### src/rtl/fpga_cfg_pkg.sv
// Shared types and fabric-derived constants for the configuration loader.
package fpga_cfg_pkg;

    typedef enum logic [1:0] {
        IDLE = 2'd0,
        LOAD = 2'd1,
        DONE = 2'd2
    } cfg_state_t;

    localparam int unsigned CFG_WORD_WIDTH = 32;

    // Per-tile configuration widths along the daisy chain.
    localparam int unsigned CLB_TILE_COUNT = 8;
    localparam int unsigned CLB_CFG_BITS   = 104;
    localparam int unsigned SRAM_CFG_BITS  = 96;
    localparam int unsigned MAC_CFG_BITS   = 96;

    localparam int unsigned FABRIC_CHAIN_LEN =
        CLB_TILE_COUNT * CLB_CFG_BITS + SRAM_CFG_BITS + MAC_CFG_BITS;

endpackage

### src/rtl/fpga_cfg_piso.sv
// Two-entry parallel-in serial-out buffer: shift register plus one holding register.
// Exposes a look-ahead of the next SR state so the owner can register its outputs.
module fpga_cfg_piso
    import fpga_cfg_pkg::*;
#(
    parameter int unsigned WORD_WIDTH = CFG_WORD_WIDTH
) (
    input  logic                  clk,
    input  logic                  rst,
    input  logic                  clear,
    input  logic                  load,
    input  logic                  shift,
    input  logic [WORD_WIDTH-1:0] data,
    output logic                  empty,
    output logic                  hr_full,
    output logic                  next_valid_c,
    output logic                  next_bit_c
);

    localparam int unsigned  CW       = $clog2(WORD_WIDTH + 1);
    localparam logic [CW-1:0] FULL_CNT = CW'(WORD_WIDTH);
    localparam logic [CW-1:0] ONE      = CW'(1);

    logic [WORD_WIDTH-1:0] sr, sr_n, hr, hr_n;
    logic [CW-1:0]         sr_cnt, sr_cnt_n;
    logic                  sr_valid, sr_valid_n, hr_valid, hr_valid_n;
    logic                  last_bit, sr_free;

    assign last_bit = sr_valid && (sr_cnt == ONE);
    assign sr_free  = !sr_valid || (shift && last_bit);

    // Next-state of both entries; SR refills from HR first, then from the input.
    always_comb begin
        sr_n       = sr;
        sr_cnt_n   = sr_cnt;
        sr_valid_n = sr_valid;
        hr_n       = hr;
        hr_valid_n = hr_valid;

        if (shift && sr_valid) begin
            sr_n     = sr >> 1;
            sr_cnt_n = sr_cnt - ONE;
        end

        if (sr_free) begin
            if (hr_valid) begin
                sr_n       = hr;
                sr_cnt_n   = FULL_CNT;
                sr_valid_n = 1'b1;
                hr_valid_n = 1'b0;
            end else if (load) begin
                sr_n       = data;
                sr_cnt_n   = FULL_CNT;
                sr_valid_n = 1'b1;
            end else begin
                sr_valid_n = 1'b0;
            end
        end

        if (load && !(sr_free && !hr_valid)) begin
            hr_n       = data;
            hr_valid_n = 1'b1;
        end

        if (clear) begin
            sr_n       = '0;
            sr_cnt_n   = '0;
            sr_valid_n = 1'b0;
            hr_n       = '0;
            hr_valid_n = 1'b0;
        end
    end

    always_ff @(posedge clk or posedge rst) begin
        if (rst) begin
            sr       <= '0;
            sr_cnt   <= '0;
            sr_valid <= 1'b0;
            hr       <= '0;
            hr_valid <= 1'b0;
        end else begin
            sr       <= sr_n;
            sr_cnt   <= sr_cnt_n;
            sr_valid <= sr_valid_n;
            hr       <= hr_n;
            hr_valid <= hr_valid_n;
        end
    end

    assign empty        = !sr_valid;
    assign hr_full      = hr_valid;
    assign next_valid_c = sr_valid_n;
    assign next_bit_c   = sr_n[0];

endmodule

### src/rtl/fpga_cfg_loader.sv
// Configuration bitstream transmitter: streams words LSB first onto the fabric
// scan chain and stops after exactly CHAIN_LEN shifted bits.
module fpga_cfg_loader
    import fpga_cfg_pkg::*;
#(
    parameter int unsigned WORD_WIDTH = CFG_WORD_WIDTH,
    parameter int unsigned CHAIN_LEN  = FABRIC_CHAIN_LEN
) (
    input  logic                  clk,
    input  logic                  rst,
    input  logic                  start,
    input  logic                  in_valid,
    output logic                  in_ready,
    input  logic [WORD_WIDTH-1:0] in_data,
    output logic                  cfg_en,
    output logic                  cfg_bit,
    output logic                  busy,
    output logic                  done,
    output logic                  overflow
);

    localparam int unsigned      CNT_W    = $clog2(CHAIN_LEN + 1);
    localparam logic [CNT_W-1:0] LAST_IDX = CNT_W'(CHAIN_LEN - 1);

    cfg_state_t       state;
    logic [CNT_W-1:0] bit_cnt;
    logic             sr_empty, hr_full, next_valid, next_bit;
    logic             accept, shift, begin_load, finish, clear, load_next;

    assign in_ready   = ((state == LOAD) && !hr_full) || (state == DONE);
    assign accept     = in_valid && in_ready;
    assign shift      = (state == LOAD) && !sr_empty;
    assign begin_load = start && (state != LOAD);
    assign finish     = shift && (bit_cnt == LAST_IDX);
    assign clear      = begin_load || finish;
    assign load_next  = ((state == LOAD) && !finish) || begin_load;

    fpga_cfg_piso #(
        .WORD_WIDTH (WORD_WIDTH)
    ) u_piso (
        .clk          (clk),
        .rst          (rst),
        .clear        (clear),
        .load         (accept && (state == LOAD)),
        .shift        (shift),
        .data         (in_data),
        .empty        (sr_empty),
        .hr_full      (hr_full),
        .next_valid_c (next_valid),
        .next_bit_c   (next_bit)
    );

    // Control FSM, bit counter and registered outputs. cfg_en/cfg_bit present
    // the bit the SR will hold after this edge, so the chain sees it next cycle.
    always_ff @(posedge clk or posedge rst) begin
        if (rst) begin
            state    <= IDLE;
            bit_cnt  <= '0;
            cfg_en   <= 1'b0;
            cfg_bit  <= 1'b0;
            busy     <= 1'b0;
            done     <= 1'b0;
            overflow <= 1'b0;
        end else begin
            case (state)
                IDLE: begin
                    if (start) begin
                        state    <= LOAD;
                        bit_cnt  <= '0;
                        overflow <= 1'b0;
                        busy     <= 1'b1;
                    end
                end
                LOAD: begin
                    if (shift) begin
                        bit_cnt <= bit_cnt + CNT_W'(1);
                    end
                    if (finish) begin
                        state <= DONE;
                        busy  <= 1'b0;
                        done  <= 1'b1;
                    end
                end
                DONE: begin
                    if (start) begin
                        state    <= LOAD;
                        bit_cnt  <= '0;
                        overflow <= 1'b0;
                        busy     <= 1'b1;
                        done     <= 1'b0;
                    end else if (accept) begin
                        overflow <= 1'b1;
                    end
                end
                default: state <= IDLE;
            endcase

            cfg_en  <= load_next && next_valid;
            cfg_bit <= load_next && next_valid && next_bit;
        end
    end

endmodule

### config.mk
export PLATFORM = sky130hd
export DESIGN_NAME = fpga_cfg_loader
export DESIGN_NICKNAME = d
export VERILOG_FILES = /design/src/rtl/fpga_cfg_pkg.sv /design/src/rtl/fpga_cfg_piso.sv /design/src/rtl/fpga_cfg_loader.sv
export SDC_FILE = /design/constraint.sdc
export NUM_CORES = 1
export LEC_CHECK = 0
export CAP_MARGIN = 20
export CORE_MARGIN = 2
export CORE_UTILIZATION = 60
export CTS_CLUSTER_DIAMETER = 200
export DETAILED_ROUTE_END_ITERATION = 16
export PLACE_DENSITY = 0.83
export SLEW_MARGIN = 10
export SYNTH_ARGS = -nofsm -noshare
export SYNTH_HDL_FRONTEND = slang
export SYNTH_HIERARCHICAL = 1
export SYNTH_SLANG_ARGS = --single-unit
### constraint.sdc
create_clock -name clk -period 4.15 [get_ports clk]
set_input_delay 0.83 -clock clk [delete_from_list [all_inputs] [get_ports clk]]
set_output_delay 0.83 -clock clk [all_outputs]
set_load 0.01 [all_outputs]
**Yosys cells after proc, flatten, opt, wreduce, memory -nomap -nowiden**

Cells that the tools add are included.
W data, S select, Z words.

- Mux-type cells: 34
- Eq/ne operators: 11
- $add $sub $neg: 2
- Reductions and logical operators: 34

Operators by type and width:

| kind | number |
|---|---|
| $mux W32 | 7 |
| $mux W6 | 5 |
| $mux W11 | 2 |
| $pmux W11 S2 | 1 |
| $logic_and A1 B1 Y1 | 14 |
| $mux W1 | 13 |
| $reduce_and A3 Y1 | 4 |
| $add A11 B1 Y11 const B | 1 |
| $eq A11 B10 Y1 const B | 1 |
| $ne A2 B2 Y1 const B | 4 |
| $reduce_bool A2 Y1 | 4 |
| $eq A6 B1 Y1 const B | 1 |
| $pmux W1 S2 | 3 |
| $sub A6 B1 Y6 const B | 1 |
| $logic_not A1 Y1 | 4 |
| $logic_or A1 B1 Y1 | 4 |
| $mux W2 | 2 |
| $ne A2 B1 Y1 const B | 2 |
| $pmux W2 S2 | 1 |
| $ne A3 B3 Y1 const B | 1 |
| $reduce_bool A3 Y1 | 1 |
| $eq A2 B1 Y1 const B | 1 |
| $eq A2 B2 Y1 const B | 1 |
| $logic_not A2 Y1 | 1 |
| 2 further kinds | 2 |

- Flip-flop bits (word level): 90
- Output and inout bits: 6

**Depth between registers and ports, before layout**

- Word-level depth: 11
- Mapped depth: 10
- Depth with buffers taken out: 8

**Hierarchy**

Netlist, hierarchy kept.

By module, submodules not included:

| module | cells an instance | area an instance (sq um) | times used | sequential area each (sq um) |
|---|---|---|---|---|
| fpga_cfg_piso | 268 | 3236.9 | 1 | 1801.7 |
| fpga_cfg_loader | 93 | 930.9 | 1 | 450.4 |

**Worst setup path after synthesis**

No wires, ideal clock.

- Path type: register to register
- From: register u_piso.sr_valid
- To: register u_piso.sr[10]
- Library setup time: 0.135 ns
- Setup slack: 1.544 ns
- Arrival: 2.472 ns
- Buffers on the path: 2
- Data required time: 4.015 ns
- Stages on the path, launching flop included: 9
- Path through: dfrtp_1 clkbuf_1 inv_1 nand4b_4 or4_4 o21ai_0 nand2b_1 clkbuf_1 o22ai_1

- Elaborated cells between the ends (all ways): 13
- Those cells by class: mux: 5; reduce/logical: 8

RTL lines:

| element | line | text |
|---|---|---|
| from (decl) | fpga_cfg_piso.sv:26 | `logic sr_valid, sr_valid_n, hr_valid, hr_valid_n;` |
| from (signal assigned) | fpga_cfg_piso.sv:84 | `sr_valid <= sr_valid_n;` |
| $logic_and A1 B1 Y1 | fpga_cfg_loader.sv:32 | `assign shift = (state == LOAD) && !sr_empty;` |
| $logic_and A1 B1 Y1 | fpga_cfg_loader.sv:34 | `assign finish = shift && (bit_cnt == LAST_IDX);` |
| $logic_or A1 B1 Y1 | fpga_cfg_loader.sv:35 | `assign clear = begin_load \|\| finish;` |
| net clear | fpga_cfg_loader.sv:28 | `logic accept, shift, begin_load, finish, clear, load_next;` |
| $mux W32 | fpga_cfg_piso.sv:65 | `if (clear) begin` |
| net u_piso.sr_n[10] | fpga_cfg_piso.sv:24 | `logic [WORD_WIDTH-1:0] sr, sr_n, hr, hr_n;` |
| to (signal assigned) | fpga_cfg_piso.sv:82 | `sr <= sr_n;` |
| to (decl) | fpga_cfg_piso.sv:24 |  |

The timed path passes the listed nets, and every way through them passes these cells.
A chain may end at the register's enable or synchronous reset.

**Worst setup path after layout**

- From: register state[1]
- To: register u_piso.sr[15]

- Elaborated cells between the ends (all ways): 19
- Those cells by class: eq/ne: 3; mux: 5; reduce/logical: 11

RTL lines:

| element | line | text |
|---|---|---|
| from (decl) | fpga_cfg_loader.sv:25 | `cfg_state_t state;` |
| from (signal assigned) | fpga_cfg_loader.sv:57 | `state <= IDLE;` |
| from (signal assigned) | fpga_cfg_loader.sv:68 | `state <= LOAD;` |
| from (signal assigned) | fpga_cfg_loader.sv:79 | `state <= DONE;` |
| $eq A2 B1 Y1 | fpga_cfg_loader.sv:32 |  |
| $logic_and A1 B1 Y1 | fpga_cfg_loader.sv:32 |  |
| $logic_and A1 B1 Y1 | fpga_cfg_loader.sv:34 |  |
| $logic_or A1 B1 Y1 (*) | fpga_cfg_loader.sv:35 |  |
| net clear | fpga_cfg_loader.sv:28 |  |
| $mux W32 (*) | fpga_cfg_piso.sv:65 |  |
| net u_piso.sr_n[15] | fpga_cfg_piso.sv:24 |  |

The timed path passes the listed nets; every way through them passes the cells marked *.

==> flow_summary.yaml <==
clock_network:
  cts_tree: "built"
  clock_sinks: 90
  clk_path_buf_depth: 2
  cts_made_buffers: 9
  hold_buffers: 0
  cts-resized-gates: 0
  clk_pin_slew_worst_paths_ns: 0.10
  root_buffer: "clkbuf_8"
  cts_setup_buffers: 0
  cts_max_level: 3
  clk_latency_ns: 0.37
power_and_ir_drop:
  p_seq_share_pct: 41.0
  p_int_w: 0.00210
  combPwrFrac_pct: 40.3
  p_per_area_nw_per_um2: 706
  clockPowerShare_pct: 18.7
  leakagePower_nw: 2.13
  vdd_drop_max_v: 0.000392
  switching_share_pct: 38.1
  p_sw_w: 0.00129
logic_synthesis:
  yosys.area_share.simple_pct: 8.80
  synthXorXnorAreaFrac_pct: 1.26
  synthCells: 361
  synth_cell_types: 47
  synth_edf_count: 0
  synth_ff_type: "dfrtp_1"
  avgSynthCellArea_um2: 11.5
  synth_top_family_by_area: "compound AO/OA/AOI/OAI gates"
  ys_ff_latch: 90
  synthArstFlopShare_pct: 100
  synth_compound_area_share_pct: 22.5
  synth_nets: 400
  yosys_warnings: 6
  yosys.area_share.adder_pct: 0.901
  seq_area_frac_synth_pct: 54.0
  synth.area.mux_share_pct: 8.17
  netlist_area_um2: 4170
sta:
  setup_viol: 0
  skew_ns: 0.0123
  hold_slack_ns: 0.507
  rsz0062_at_grt: "no"
  fin_crit_sh_pct: 81.1
  hold_viol: 0
  layout_setup_ws_ns: 0.784
  tns_ns: 0
  timing_worst_slew_pin_value_ns: 1.02
  post-route-min-period_ns: 3.37
  slew_violations: 0
  fmax_mhz: 297
  max_slew_margin_pct: 32.0
placement:
  dp_hpwl_um: 5560
  port_buffers: 41
  gp_congestion: 0.748
  dpl_worst_slack_ns: 0.897
die:
  rows: 30
  dieArea_um2: 7630
  num_io_pins: 42
  die_w_um: 87.3
  die_h_um: 87.3
  core_area_um2: 6760
  start_util_pct: 61.7
worst_setup_path:
  cp_cell_sequence: "nand2b_1 > or4_4 > o21ai_0 > nand2b_1 > buf_4 > o22ai_1"
  crit_required_ns: 4.39
  slowest_stage: "o21ai_0"
  startpoint_type: "register"
  critical_path_class: "reg -> reg"
  end_kind: "register"
  critPathArrivalTime_ns: 3.60
  cpPeakStageDelay_ns: 0.78
  worstPathMaxFanout: 21
  critPathMostFrequentCell: "nand2b_1"
finish:
  layout_commonest_cell: "dfrtp_1"
  mostFrequentLayoutCells: "dfrtp_1 (90), clkdlybuf4s50_1 (41), mux2i_1 (34)"
  fillers: 494
  area_growth_pct: 15.4
  antenna_cells: 0
  nets: 432
  drive_gt1_share_pct: 9.55
global_routing:
  grt_pass1_wl_um: 14800
  track_usage_pct: 25.3
  antenna_found_initial: 0
  grt_max_degree: 54
  grt_pass1_vias: 2994
  overflow: 0
detailed_routing:
  post_drt_wl_per_cell_um: 18.8
  dr_total_vias: 3119
  drtAntennaViolNets: 0
  drc: 0
  drt_iter0_drc: 202
  drt-total-wl_um: 8990
  first_pass_iters: 5
  vias_per_cell: 6.53
outcome:
  status: "finished, final reports clean"
job:
  timing.max_cap.violations: 0
min_path:
  hold_class: "reg -> reg"
[routing by layer]
| metal | vias up | routed length [um] | GRT usage [%] |
|---|---|---|---|
| met2 | 112 | 4350 | 39.3 |
| li1 | 1446 | - | - |
| met5 | - | 0 | 0 |
| met4 | 0 | 100 | 6.99 |
| met3 | 14 | 529 | 6.92 |
| met1 | 1547 | 4010 | 35.2 |
[synth_stat cells (all sizes together) (3+ instances only)]
| cell type | number | area share, % |
|---|---|---|
| nand2b | 7 | 1.1 |
| or4 | 4 | 0.81 |
| nor2b | 5 | 0.75 |
| buf | 16 | 2.4 |
| nand3 | 4 | 0.48 |
| dfrtp | 90 | 54 |
| mux2i | 34 | 8.2 |
| nand2 | 12 | 1.1 |
| o31ai | 3 | 0.66 |
| a21oi | 11 | 1.3 |
| a22oi | 30 | 5.4 |
| nor2 | 12 | 1.1 |
| nor4 | 3 | 0.45 |
| o21ai | 6 | 0.81 |
| ha | 3 | 0.90 |
| clkbuf | 12 | 1.1 |
| o22ai | 33 | 5.0 |
| a22o | 33 | 6.9 |
| or2 | 3 | 0.45 |
| inv | 10 | 0.90 |
| xnor2 | 5 | 1.1 |
[layout make-up]
class                   count  area (um^2)  share of cell area, %
clock buffers               9          124                   2.57
clock inverters             7         83.8                   1.74
inverters                  10         37.5                  0.780
multi-input cells         233         1740                   36.2
flip-flops and latches     90         2250                   46.8
well taps                  80          100                   2.08
repair buffers             49          470                   9.78
[critical path: cells and delay by family, from the launching register on]
family	cells	cell delay, ns
AOI/OAI and AO/OA	2	0.92
buffers and inverters	1	0.34
DFF	1	0.46
and+or+nand+nor	3	1.51
[state kept, by name (all words and copies together) (netlist names)]
name	flops
u_piso/hr	32
u_piso/sr	32
bit_cnt	11
u_piso/sr_cnt	6
state	2
busy	1
cfg_bit	1
cfg_en	1
done	1
overflow	1
u_piso/hr_full	1
u_piso/sr_valid	1
[logic make-up after synthesis]
group,after synthesis
DFF,90
muxes,34
xor gates and xnor gates,6
adders and majority gates,3
AOI/OAI and AO/OA,128
buffers and inverters,38
and+or+nand+nor,62
[stage by stage]
stage / power [W] / area [um^2] / instances / util, %
CTS: 0.00340 / 4810 / 478 / 71.2
global placement: 0.00270 / 4600 / 462 / 68.1
global route: 0.00360 / 4810 / 478 / 71.2
floorplan: 0.00243 / 4170 / 361 / -
detailed placement: 0.00275 / 4600 / 462 / 68.1
finish: 0.00340 / 4810 / 478 / 71.2
[path summary, 6_finish.rpt]
check / startpoint / end / slack [ns] / cells after the start
max in group asynchronous: rst / u_piso/hr[25]$_DFFE_PP0P_ / 2.31 / 3
min in group asynchronous: rst / u_piso/sr[0]$_DFF_PP0_ / 0.81 / 2
min: u_piso/hr[27]$_DFFE_PP0P_ / u_piso/hr[27]$_DFFE_PP0P_ / 0.51 / 1
max reg2reg: state[1]$_DFFE_PP0P_ / u_piso/sr[15]$_DFF_PP0_ / 0.78 / 6
min reg2reg: u_piso/hr[27]$_DFFE_PP0P_ / u_piso/hr[27]$_DFFE_PP0P_ / 0.51 / 1
max: state[1]$_DFFE_PP0P_ / u_piso/sr[15]$_DFF_PP0_ / 0.78 / 6
[power groups by stage]
stage,clock network (W),logic (W),registers (W)
global placement,0,0.00130,0.00139
global route,0.000680,0.00149,0.00143
CTS,0.000645,0.00136,0.00139
detailed placement,0,0.00135,0.00139
finish,0.000635,0.00137,0.00139
floorplan,0,0.00109,0.00134
No activity file was read; power rests on OpenSTA's default activity.
==> RTL change (same flow settings) <==
Compare `bit_cnt` against `LAST_IDX` with >= in place of ==.
--- a/src/rtl/fpga_cfg_loader.sv
+++ b/src/rtl/fpga_cfg_loader.sv
@@ -31,7 +31,7 @@
     assign accept     = in_valid && in_ready;
     assign shift      = (state == LOAD) && !sr_empty;
     assign begin_load = start && (state != LOAD);
-    assign finish     = shift && (bit_cnt == LAST_IDX);
+    assign finish     = shift && (bit_cnt >= LAST_IDX);
     assign clear      = begin_load || finish;
     assign load_next  = ((state == LOAD) && !finish) || begin_load;
 
Check against the original RTL: no difference found for any inputs over 10 cycles, from zero or initial values and one cycle with rst high; that may be too few to reach the edited logic, so the function may still have changed.
==> RTL change against the original RTL <==
Clock skew increased by 3.2 ps. Area after synthesis decreased by 0.60%. Synthesized cell count unchanged. Hold slack lost 3.3 ps. Via count is 2.4% lower. Sequential cell count stayed put. Core utilization up 0.25 points. Critical path depth rose by 2. Design area fell by 0.21%. Setup slack better by 370 ps. Total power rose by 8.9%. Routed wire length fell by 2.7%. Non-clock buffer count grew 3. Critical path type unchanged. Critical endpoint is now u_piso/sr[1]$_DFF_PP0_. Largest power group is now combinational cells.
==> RTL change: results (changes against the original RTL) <==
| Metric | Value |
|---|---|
| Worst Tran Pin Value | 886 ps (-130 ps) |
| Dpl ws | 1050 ps (+149 ps) |
| Post-synthesis mux area share | 8.22% (+0.049 points) |
| Count of multi-input gates | 232 (-0.43%) |
| Worst Path Arrival | 3230 ps (-370 ps) |
| Initial DRC Count | 194 (-4.0%) |
| Pre-antenna DRT Iters | 4 (-1) |
| Synth cell types | 46 (-2.1%) |
| Synth Area in Adders | 0.906% (+0.0054 points) |
| Largest cells by area after synthesis | dfrtp_1, mux2i_1, a22o_1, a22oi_1, o22ai_1 |
| CP top delay family | compound AO/OA/AOI/OAI gates |
| Pleak | 2.09 nW (-1.5%) |
| Flop-to-flop setup slack | 1160 ps (+370 ps) |
| Non-clock buffer share | 10.3% (+0.49 points) |
| Non-clock buffer count | 52 (+6.1%) |
| Hold_ws | 504 ps (-3.29 ps) |
| Outcome | finished clean |
| Total Wirelength | 8.75 mm (-2.7%) |
| Hold endpoint | done$_DFFE_PP0P_ |
| Signal inverters | 11 (+1) |
| Worst VDD drop | 0.000355 V (-9.6%) |
| CP max stage delay | 620 ps (-160 ps) |
| Internal power | 2.24 mW (+6.4%) |
| Post-Synth XOR/XNOR Area | 1.48% (+0.22 points) |
| Via count | 3044 (-2.4%) |
| # clk buffers | 10 (+1) |
| Multi-input gate share of total cell area | 35.7% (-0.52 points) |
| Top post-synthesis cells by count | dfrtp_1, a22o_1, mux2i_1 |
| Post-DP HPWL | 5.62 mm (+0.91%) |
| Min Clock Period, post-route | 2990 ps (-372 ps) |
| Largest net degree at the start of global routing | 45 (-17%) |
| Layout cells sized above 1 | 9.48% (-0.071 points) |
| R2r worst-path depth | 8 (+2) |
| Total track usage | 24.4% (-0.83 points) |
[RTL change: changes by cell type after synthesis, moves of 2 or more]
cell,unedited run,this run
a21oi_1,11,15
and2b_1,0,2
nand2b_1,7,5
nor2b_1,5,3
o31ai_1,2,4
o41ai_1,2,0
or3_1,0,2
[RTL change: kinds of logic after synthesis]
family | count (synthesis)
XOR/XNOR | 7
adder cells (fa/ha/maj) | 3
multiplexers | 34
flip-flops | 90
AND/OR/NAND/NOR | 60
AO/OA/AOI/OAI | 128
buffers and inverters | 39
[RTL change: worst max path at each step]
stage	startpoint	to	depth (start not counted)
2_1_floorplan	rst	u_piso/hr[0]$_DFFE_PP0P_	1
3_3_place_gp	in_valid	u_piso/sr[6]$_DFF_PP0_	6
3_5_place_dp	in_valid	u_piso/sr[14]$_DFF_PP0_	6
4_1_cts	u_piso/sr_valid$_DFF_PP0_	u_piso/sr[1]$_DFF_PP0_	8
5_1_grt	u_piso/sr_valid$_DFF_PP0_	u_piso/sr[1]$_DFF_PP0_	8
6_report	u_piso/sr_valid$_DFF_PP0_	u_piso/sr[1]$_DFF_PP0_	8
[RTL change: power groups by stage]
stage / logic (mW) / registers, mW / clock network (mW)
after floorplan: 1.33 / 1.38 / 0
after global routing: 1.83 / 1.46 / 0.648
after CTS: 1.67 / 1.42 / 0.616
after global placement: 1.59 / 1.42 / 0
final: 1.67 / 1.42 / 0.603
after detailed placement: 1.66 / 1.43 / 0
[RTL change: through the flow]
step           area [µm²]  std cells
5_1_grt              4800        481
6_report             4800        481
2_1_floorplan        4140        361
4_1_cts              4800        481
3_3_place_gp         4600        465
3_5_place_dp         4600        465
[RTL change: layer usage]
metal | routed length [µm] | GRT usage, %
met1 | 4090 | 34.6
met2 | 4200 | 37.9
met3 | 289 | 3.98
met4 | 168 | 9.93
met5 | 0 | 0
